--- src/rtl/pipe_stage_reg_pkg.sv ---
// Shared types for pipeline stage registers.
// Stage payloads are packed structs so each stage sizes its register as
// WIDTH = $bits(<stage>_t). Also holds the skid-buffer state encoding and the
// default stall-counter width.
package pipe_stage_reg_pkg;

    localparam int unsigned PIPE_CNT_W = 16;
    localparam int unsigned XLEN       = 32;
    localparam int unsigned REG_AW     = 5;

    // Occupancy state of the two-entry skid buffer.
    typedef enum logic [1:0] {
        BUF_EMPTY = 2'd0,
        BUF_ONE   = 2'd1,
        BUF_FULL  = 2'd2
    } buf_state_e;

    // Control word carried by every stage.
    typedef struct packed {
        logic              reg_we;
        logic              mem_re;
        logic              mem_we;
        logic              branch;
        logic [3:0]        alu_op;
        logic [REG_AW-1:0] rd;
    } ctrl_t;

    typedef struct packed {
        logic [XLEN-1:0] pc;
        logic [XLEN-1:0] instr;
    } if_id_t;

    typedef struct packed {
        ctrl_t           ctrl;
        logic [XLEN-1:0] pc;
        logic [XLEN-1:0] rs1_val;
        logic [XLEN-1:0] rs2_val;
        logic [XLEN-1:0] imm;
    } id_ex_t;

    typedef struct packed {
        ctrl_t           ctrl;
        logic [XLEN-1:0] alu_res;
        logic [XLEN-1:0] store_val;
    } ex_mem_t;

    typedef struct packed {
        ctrl_t           ctrl;
        logic [XLEN-1:0] wb_val;
    } mem_wb_t;

endpackage

--- src/rtl/pipe_stage_reg_skid_buf.sv ---
// Two-entry skid buffer: main register feeds downstream, skid register
// catches the one entry accepted while downstream stalls, so up_ready comes
// straight from a flop.
// Ports: clk, rst_n (async active-low), flush (drop held entries),
//        up_valid/up_ready/up_data (upstream), dn_valid/dn_ready/dn_data
//        (downstream, main register), skid_valid (skid entry held).
module pipe_skid_buf
    import pipe_stage_reg_pkg::*;
#(
    parameter int unsigned WIDTH = 32
) (
    input  logic             clk,
    input  logic             rst_n,
    input  logic             flush,
    input  logic             up_valid,
    output logic             up_ready,
    input  logic [WIDTH-1:0] up_data,
    output logic             dn_valid,
    input  logic             dn_ready,
    output logic [WIDTH-1:0] dn_data,
    output logic             skid_valid
);

    buf_state_e       state_q, state_d;
    logic [WIDTH-1:0] main_q, main_d;
    logic [WIDTH-1:0] skid_q, skid_d;
    logic             up_fire, dn_fire;

    assign dn_valid   = (state_q != BUF_EMPTY);
    assign skid_valid = (state_q == BUF_FULL);
    assign up_ready   = !skid_valid;
    assign dn_data    = main_q;
    assign up_fire    = up_valid & up_ready;
    assign dn_fire    = dn_valid & dn_ready;

    // State and payload registers.
    always_ff @(posedge clk or negedge rst_n) begin
        if (!rst_n) begin
            state_q <= BUF_EMPTY;
            main_q  <= '0;
            skid_q  <= '0;
        end else begin
            state_q <= state_d;
            main_q  <= main_d;
            skid_q  <= skid_d;
        end
    end

    // Next state; payloads load only on an accepted (non-flushed) transfer.
    always_comb begin
        state_d = state_q;
        main_d  = main_q;
        skid_d  = skid_q;
        if (flush) begin
            state_d = BUF_EMPTY;
        end else begin
            unique case (state_q)
                BUF_EMPTY: begin
                    if (up_fire) begin
                        state_d = BUF_ONE;
                        main_d  = up_data;
                    end
                end
                BUF_ONE: begin
                    if (up_fire && dn_fire) begin
                        main_d = up_data;
                    end else if (up_fire) begin
                        state_d = BUF_FULL;
                        skid_d  = up_data;
                    end else if (dn_fire) begin
                        state_d = BUF_EMPTY;
                    end
                end
                BUF_FULL: begin
                    if (dn_fire) begin
                        state_d = BUF_ONE;
                        main_d  = skid_q;
                    end
                end
                default: state_d = BUF_EMPTY;
            endcase
        end
    end

endmodule

--- src/rtl/pipe_stage_reg.sv ---
// Pipeline stage register: packed payload under valid/ready, with flush,
// optional skid buffer (SKID=1) or single register (SKID=0), and a
// saturating stall counter.
// Ports: clk, rst_n (async active-low), flush, clr_stats,
//        up_valid/up_ready/up_data, dn_valid/dn_ready/dn_data,
//        occupancy (entries held), stall_cnt (dn_valid & !dn_ready cycles).
module pipe_stage_reg
    import pipe_stage_reg_pkg::*;
#(
    parameter int unsigned WIDTH = 32,
    parameter int unsigned SKID  = 1,
    parameter int unsigned CNT_W = PIPE_CNT_W
) (
    input  logic             clk,
    input  logic             rst_n,
    input  logic             flush,
    input  logic             clr_stats,
    input  logic             up_valid,
    output logic             up_ready,
    input  logic [WIDTH-1:0] up_data,
    output logic             dn_valid,
    input  logic             dn_ready,
    output logic [WIDTH-1:0] dn_data,
    output logic [1:0]       occupancy,
    output logic [CNT_W-1:0] stall_cnt
);

    localparam logic [CNT_W-1:0] CNT_MAX = '1;

    logic             main_v;
    logic             skid_v;
    logic [CNT_W-1:0] stall_cnt_q, stall_cnt_d;

    generate
        if (SKID != 0) begin : g_skid
            pipe_skid_buf #(
                .WIDTH (WIDTH)
            ) u_skid_buf (
                .clk        (clk),
                .rst_n      (rst_n),
                .flush      (flush),
                .up_valid   (up_valid),
                .up_ready   (up_ready),
                .up_data    (up_data),
                .dn_valid   (main_v),
                .dn_ready   (dn_ready),
                .dn_data    (dn_data),
                .skid_valid (skid_v)
            );
        end else begin : g_single
            logic             main_v_q, main_v_d;
            logic [WIDTH-1:0] main_q, main_d;
            logic             up_fire, dn_fire;

            // Ready passes through combinationally when the slot drains this cycle.
            assign up_ready = !main_v_q | dn_ready;
            assign up_fire  = up_valid & up_ready;
            assign dn_fire  = main_v_q & dn_ready;
            assign main_v   = main_v_q;
            assign skid_v   = 1'b0;
            assign dn_data  = main_q;

            always_ff @(posedge clk or negedge rst_n) begin
                if (!rst_n) begin
                    main_v_q <= 1'b0;
                    main_q   <= '0;
                end else begin
                    main_v_q <= main_v_d;
                    main_q   <= main_d;
                end
            end

            always_comb begin
                main_v_d = main_v_q;
                main_d   = main_q;
                if (flush) begin
                    main_v_d = 1'b0;
                end else if (up_fire) begin
                    main_v_d = 1'b1;
                    main_d   = up_data;
                end else if (dn_fire) begin
                    main_v_d = 1'b0;
                end
            end
        end
    endgenerate

    assign dn_valid  = main_v;
    assign occupancy = 2'(main_v) + 2'(skid_v);
    assign stall_cnt = stall_cnt_q;

    // Saturating stall counter; clear wins over increment, flush leaves it alone.
    always_comb begin
        stall_cnt_d = stall_cnt_q;
        if (clr_stats) begin
            stall_cnt_d = '0;
        end else if (main_v && !dn_ready && (stall_cnt_q != CNT_MAX)) begin
            stall_cnt_d = stall_cnt_q + CNT_W'(1);
        end
    end

    always_ff @(posedge clk or negedge rst_n) begin
        if (!rst_n) begin
            stall_cnt_q <= '0;
        end else begin
            stall_cnt_q <= stall_cnt_d;
        end
    end

endmodule

--- config.mk ---
export PLATFORM = sky130hd
export DESIGN_NAME = pipe_stage_reg
export DESIGN_NICKNAME = d
export VERILOG_FILES = /design/src/rtl/pipe_stage_reg_pkg.sv /design/src/rtl/pipe_stage_reg_skid_buf.sv /design/src/rtl/pipe_stage_reg.sv
export SDC_FILE = /design/constraint.sdc
export NUM_CORES = 1
export LEC_CHECK = 0
export CAP_MARGIN = 25
export CORE_ASPECT_RATIO = 0.6
export CORE_MARGIN = 8
export CORE_UTILIZATION = 65
export CTS_BUF_LIST = sky130_fd_sc_hd__clkbuf_4
export CTS_CLUSTER_SIZE = 30
export DETAILED_ROUTE_END_ITERATION = 16
export DONT_BUFFER_PORTS = 1
export HOLD_SLACK_MARGIN = 0.08
export PLACE_DENSITY = 0.85
export SLEW_MARGIN = 20
export SYNTH_ARGS = -nofsm -noshare
export SYNTH_HDL_FRONTEND = slang
export SYNTH_SLANG_ARGS = --single-unit
--- constraint.sdc ---
create_clock -name clk -period 1.95 [get_ports clk]
set_input_delay 0.39 -clock clk [delete_from_list [all_inputs] [get_ports clk]]
set_output_delay 0.39 -clock clk [all_outputs]
set_load 0.01 [all_outputs]
==> results of run 1 <==
-- stage by stage --
stage	worst slack (ns)	util
global route	-0.0484	0.779
detailed placement	0.122	0.684
global placement	0.198	0.684
CTS	-0.00180	0.772
floorplan	0.111	-
finish	0.0279	0.779
-- Yosys cell counts --
master,instances
a21oi_1,13
a22oi_1,1
a31oi_1,2
and2_2,1
and3_2,1
and4_1,1
and4_4,1
buf_16,1
buf_2,7
buf_4,3
clkbuf_8,1
dfrtp_1,82
dlygate4sd1_1,1
ha_1,2
inv_1,3
mux2_1,1
mux2_2,100
mux2i_1,1
nand2_1,8
nand2b_1,3
nand3_1,4
nand4_1,4
nand4_2,1
nand4_4,2
nor2_1,8
nor2_2,1
nor2b_1,7
nor3_1,1
nor3_4,1
nor4_1,2
nor4_4,1
o21ai_0,4
o21ba_4,1
o31a_1,1
o31ai_1,7
o32a_1,1
or2_2,2
or3_1,3
or3_2,1
or4_1,5
-- per-layer routing --
layer | up-vias | global-route usage
li1 | 1182 | -
met1 | 1337 | 0.269
met2 | 117 | 0.331
met3 | 10 | 0.0894
met4 | 0 | 0.0631
met5 | - | 0
-- power breakdown --
group | internal, mW | switching, mW | leakage, nW
sequential | 2.06 | 0.300 | 1.02
combinational | 0.416 | 0.206 | 0.903
clock | 0.287 | 0.640 | 0.0732
total | 2.76 | 1.15 | 1.99
-- registers in the layout, summed over array words and instances (netlist names) --
signal and cells:
g_skid.u_skid_buf.dn_data 32, g_skid.u_skid_buf.skid_q 32, g_skid.u_skid_buf.state_q 2, stall_cnt 16
-- critical path: cells and delay by family, from the launching register on --
kind,cells,cell delay (ns)
flops,1,0.47
buf+inv,3,0.23
simple gates,1,0.14
fa+ha+maj,1,0.26
-- final cells by class --
class	count	area (µm²)
fillers	362	1320
inverters	3	13.8
multi-input cells	192	1800
well taps	84	105
repair buffers	59	559
clock inverters	7	60.1
clock buffers	9	67.6
flip-flops and latches	82	2050
-- path summary, 6_finish.rpt --
path	cells past startpoint	endpoint	start
min in group clk	2	stall_cnt[1]$_DFFE_PN0P_	clr_stats
max reg2reg	7	stall_cnt[2]$_DFFE_PN0P_	g_skid.u_skid_buf.state_q[0]$_DFFE_PN0P_
min reg2reg	1	g_skid.u_skid_buf.skid_q[0]$_DFFE_PN0P_	g_skid.u_skid_buf.skid_q[0]$_DFFE_PN0P_
max	5	occupancy[0]	g_skid.u_skid_buf.state_q[0]$_DFFE_PN0P_
min	0	g_skid.u_skid_buf.skid_q[27]$_DFFE_PN0P_	rst_n
max in group asynchronous	0	stall_cnt[2]$_DFFE_PN0P_	rst_n
-- logic make-up (layout without fill, tap and decap cells) --
group,after synthesis,after routing,share of synthesized area
and+or+nand+nor,58,58,0.101
DFF,82,82,0.522
AOI/OAI and AO/OA,30,30,0.0490
buffers and inverters,16,78,0.0302
muxes,102,102,0.292
adders and majority gates,2,2,0.00636
-- repair_timing --
action	in CTS	in global routing
resized for setup	7	1
endpoints found under the hold margin	124	84
pin swaps	1	1
endpoints found under the setup margin	2	5
setup buffers	6	3
hold buffers	33	2
==> results.json, run 1 <==
{
  "total_leakage_power_nw": 1.99,
  "met3_length_mm": 1.03,
  "cp-start-kind": "flop",
  "grt_pass1_vias": 2772,
  "clkSinkCount": 82,
  "post-route-min-period_ns": 1.92,
  "yosys.area.top_type": "dfrtp_1",
  "syn_avg_cell_area_um2": 13.6,
  "worst_path_max_delay_cell": "dfrtp_2",
  "clk_pin_slew_worst_paths_ns": 0.14,
  "first_iter_violations": 156,
  "yosysSeqAreaShare": 0.522,
  "wire_per_inst_um": 21.3,
  "p_total_mw": 3.91,
  "synth_top_area_share": 0.522,
  "clockBufferDepth": 2,
  "port_buffers": 0,
  "root_buffer": "clkbuf_4",
  "path_class": "flop to output pin",
  "outcome": "finished, violations left",
  "worstPathArrival_ns": 1.53,
  "fin_worst_skew_ns": 0.0135,
  "drt_pass1_iterations": 4,
  "drv_slew": 0,
  "top_layer_used": "met4",
  "routed_wl_mm": 9.28,
  "dieArea_um2": 8870,
  "rsz0062_at_grt": "true",
  "hold_violations": 82,
  "r2r_slack_ns": 0.10,
  "place_hpwl_mm": 5.86,
  "place_congestion": 0.850,
  "maxCapViolCount": 0,
  "place_inst": 376,
  "relSlewSlack": 0.643,
  "wl_met1_mm": 3.82,
  "tritoncts": "done",
  "viasPerCell": 6.07,
  "worstPathMaxFanout": 5,
  "drc": 0,
  "cts_buffers": 9,
  "synth_cell_types": 40,
  "slowest_delay_ns": 0.47,
  "yosys_warnings": 0,
  "p_per_area_nw_per_um2": 839,
  "wl_met2_mm": 4.33,
  "fp.dieW_um": 116,
  "setup_viol": 0,
  "cts_max_level": 3,
  "grt_max_degree": 83,
  "die_h_um": 76.2,
  "crit_required_ns": 1.56,
  "finalNetCount": 387,
  "io_pins": 90,
  "grt_first_pass_wirelength_mm": 14.9,
  "antenna_cells": 0,
  "syn2layout_area_growth_pct": 18.4,
  "antenna_found_initial": 0,
  "worst_pin_slew_ns": 0.530,
  "netlist_area_um2": 3930,
  "syn-num-nets": 330,
  "clk_latency_ns": 0.44,
  "synthesis.instances": 290,
  "stdcell_area_um2": 4650,
  "final_common_cell": "mux2_2",
  "synth_area_leaders": "dfrtp_1 52%, mux2_2 29%, a21oi_1 1.7%",
  "rows": 22,
  "ys_seq_elements": 82,
  "overflow": 0,
  "critPathCaptureType": "output pin",
  "layout.cells.non_filler": 436,
  "min_period_over_period": 0.986,
  "dpl_cell_area_um2": 4080,
  "peakVddDrop_v": 0.000654,
  "initial_utilization": 0.658,
  "vias": 2646,
  "track_usage": 0.215,
  "fmax_mhz": 520,
  "hold_slack_ns": -0.377,
  "crit_path_cell_trace": "nor2b_4 > buf_6 > inv_4 > ha_4 > inv_2",
  "hold_class": "input pin to async pin",
  "setup_tns_ns": 0,
  "layout_common_cells": "100 x mux2_2, 81 x dfrtp_1, 35 x dlygate4sd3_1, 21 x buf_4, 13 x a21oi_1",
  "drive_gt1_frac": 0.455,
  "coreArea_um2": 5970,
  "violations": "hold timing",
  "ant_nets": 0
}
Power figures use the tool's default switching activity.
==> inputs of run 2 (changes only) <==
==> constraint.sdc (replaced) <==
create_clock -name clk -period 2.3 [get_ports clk]
set_input_delay 0.46 -clock clk [delete_from_list [all_inputs] [get_ports clk]]
set_output_delay 0.46 -clock clk [all_outputs]
set_load 0.01 [all_outputs]
==> results.json, run 2 (synthesis results as in run 1) <==
{
  "tritoncts": "done",
  "grt_first_pass_wirelength_mm": 13.5,
  "fmax_mhz": 458,
  "overflow": 0,
  "crit_required_ns": 1.84,
  "vias": 2417,
  "register_area_um2": 2050,
  "finalNetCount": 338,
  "layout_common_cells": "100 x mux2_2, 82 x dfrtp_1, 13 x a21oi_1, 9 x clkbuf_4",
  "grt_pass1_vias": 2520,
  "rows": 22,
  "grt_max_degree": 83,
  "relSlewSlack": 0.603,
  "n_fill_cell": 414,
  "initial_utilization": 0.658,
  "viasPerCell": 6.25,
  "drv_slew": 0,
  "cp-start-kind": "flop",
  "place_hpwl_mm": 5.81,
  "clkSinkCount": 82,
  "maxCapViolCount": 0,
  "p_per_area_nw_per_um2": 788,
  "first_iter_violations": 253,
  "multiInputGateArea_um2": 1780,
  "r2r-start": "stall_cnt[8]$_DFFE_PN0P_",
  "worst_pin_slew_ns": 0.590,
  "antenna_found_initial": 0,
  "fp.dieW_um": 116,
  "io_pins": 90,
  "die_h_um": 76.2,
  "worst_path_max_delay_cell": "dfrtp_1",
  "fin_worst_skew_ns": 0.0174,
  "setup_viol": 0,
  "port_buffers": 0,
  "final_common_cell": "mux2_2",
  "clockBufferDepth": 2,
  "critPathCaptureType": "output pin",
  "stdcell_area_um2": 4220,
  "drive_gt1_frac": 0.449,
  "cts_max_level": 3,
  "dieArea_um2": 8870,
  "setup_tns_ns": 0,
  "cp-startpoint": "g_skid.u_skid_buf.state_q[0]$_DFFE_PN0P_",
  "crit_family": "flip-flops",
  "peakVddDrop_v": 0.000527,
  "root_buffer": "clkbuf_4",
  "drc": 0,
  "outcome": "finished clean",
  "post-route-min-period_ns": 2.18,
  "clk_latency_ns": 0.44,
  "routed_wl_mm": 8.33,
  "worstPathArrival_ns": 1.72,
  "antenna_cells": 0,
  "dpl_cell_area_um2": 4010,
  "total_leakage_power_nw": 1.78,
  "path_class": "flop to output pin",
  "min_period_over_period": 0.950,
  "coreArea_um2": 5970,
  "place_congestion": 0.872,
  "clk_pin_slew_worst_paths_ns": 0.15,
  "slowest_delay_ns": 0.51,
  "path_buf_inv": 2,
  "cts_buffers": 9,
  "ant_nets": 0,
  "crit_path_cell_trace": "nor2b_4 > inv_1 > ha_1 > inv_1",
  "rsz0062_at_grt": "false",
  "hold_violations": 0,
  "min-delay-start": "up_data[5]",
  "track_usage": 0.195,
  "drt_pass1_iterations": 4,
  "cp_common_cell": "inv_1",
  "wire_per_inst_um": 21.5,
  "worstPathMaxFanout": 8,
  "hold_class": "input pin to flop",
  "syn2layout_area_growth_pct": 7.32
}
-- run 2: cell count changes in the layout (fill, tap and decap cells not counted), moves of 2 or more --
cell           previous run  this run
inv_1                     1         3
clkinv_4                  2         0
buf_4                    21         3
clkinvlp_4                0         2
dlygate4sd3_1            35         4
-- run 2: repair_timing --
item                       in CTS  in global routing
hold endpoints to repair       94                  0
setup endpoints to repair       0                  0
setup buffers                   0                  0
resized for setup               0                  0
hold buffers                    5                  0
-- run 2: power by group --
part	switching (mW)	internal [mW]	leakage [nW]
logic	0.168	0.303	0.688
registers	0.245	1.74	1.02
clock network	0.526	0.339	0.0710
-- run 2: metal layers --
metal  wire [µm]  global-route usage  vias up  part of all wire
li1            -                   -     1093                 -
met1        3360               0.248     1195              0.40
met2        3630               0.273      115              0.44
met3        1220               0.116       14              0.15
met4         121              0.0502        0             0.015
met5           0                   0        -                 0
-- run 2: path summary, 6_finish.rpt --
kind	cells after the start	slack [ns]	endpoint
worst min-delay path	1	0.16	g_skid.u_skid_buf.skid_q[5]$_DFFE_PN0P_
max in group asynchronous	2	1.38	stall_cnt[1]$_DFFE_PN0P_
worst min register to register	1	0.52	g_skid.u_skid_buf.skid_q[10]$_DFFE_PN0P_
min in group asynchronous	2	0.54	stall_cnt[4]$_DFFE_PN0P_
worst max register to register	4	0.35	stall_cnt[5]$_DFFE_PN0P_
worst max-delay path	4	0.12	occupancy[0]
-- run 2: layout make-up --
class	count	share of cell area
Sequential cell	82	0.486
Multi-Input combinational cell	192	0.421
Timing Repair Buffer	10	0.0308
Tap cell	84	0.0249
Clock inverter	7	0.0178
Clock buffer	9	0.0160
Inverter	3	0.00267
-- run 2: worst reg2reg max path, cell delays in order, from the launching register on --
cell and delay, ns:
dfrtp_1 0.56, nand4_2 0.31, nor3_4 0.48, a31oi_1 0.20, mux2_2 0.31
-- run 2: per-stage QoR --
step | setup WS (ns) | instances | total power [mW] | utilization | hold slack (ns)
after CTS | 0.0958 | 387 | 3.37 | 0.706 | 0.148
after global placement | 0.473 | 366 | 2.41 | 0.671 | 0.167
after detailed placement | 0.430 | 366 | 2.46 | 0.671 | 0.166
after global routing | 0.00785 | 387 | 3.50 | 0.706 | 0.126
final | 0.115 | 387 | 3.33 | 0.706 | 0.162
after floorplan | 0.391 | 290 | 2.34 | - | 0.164
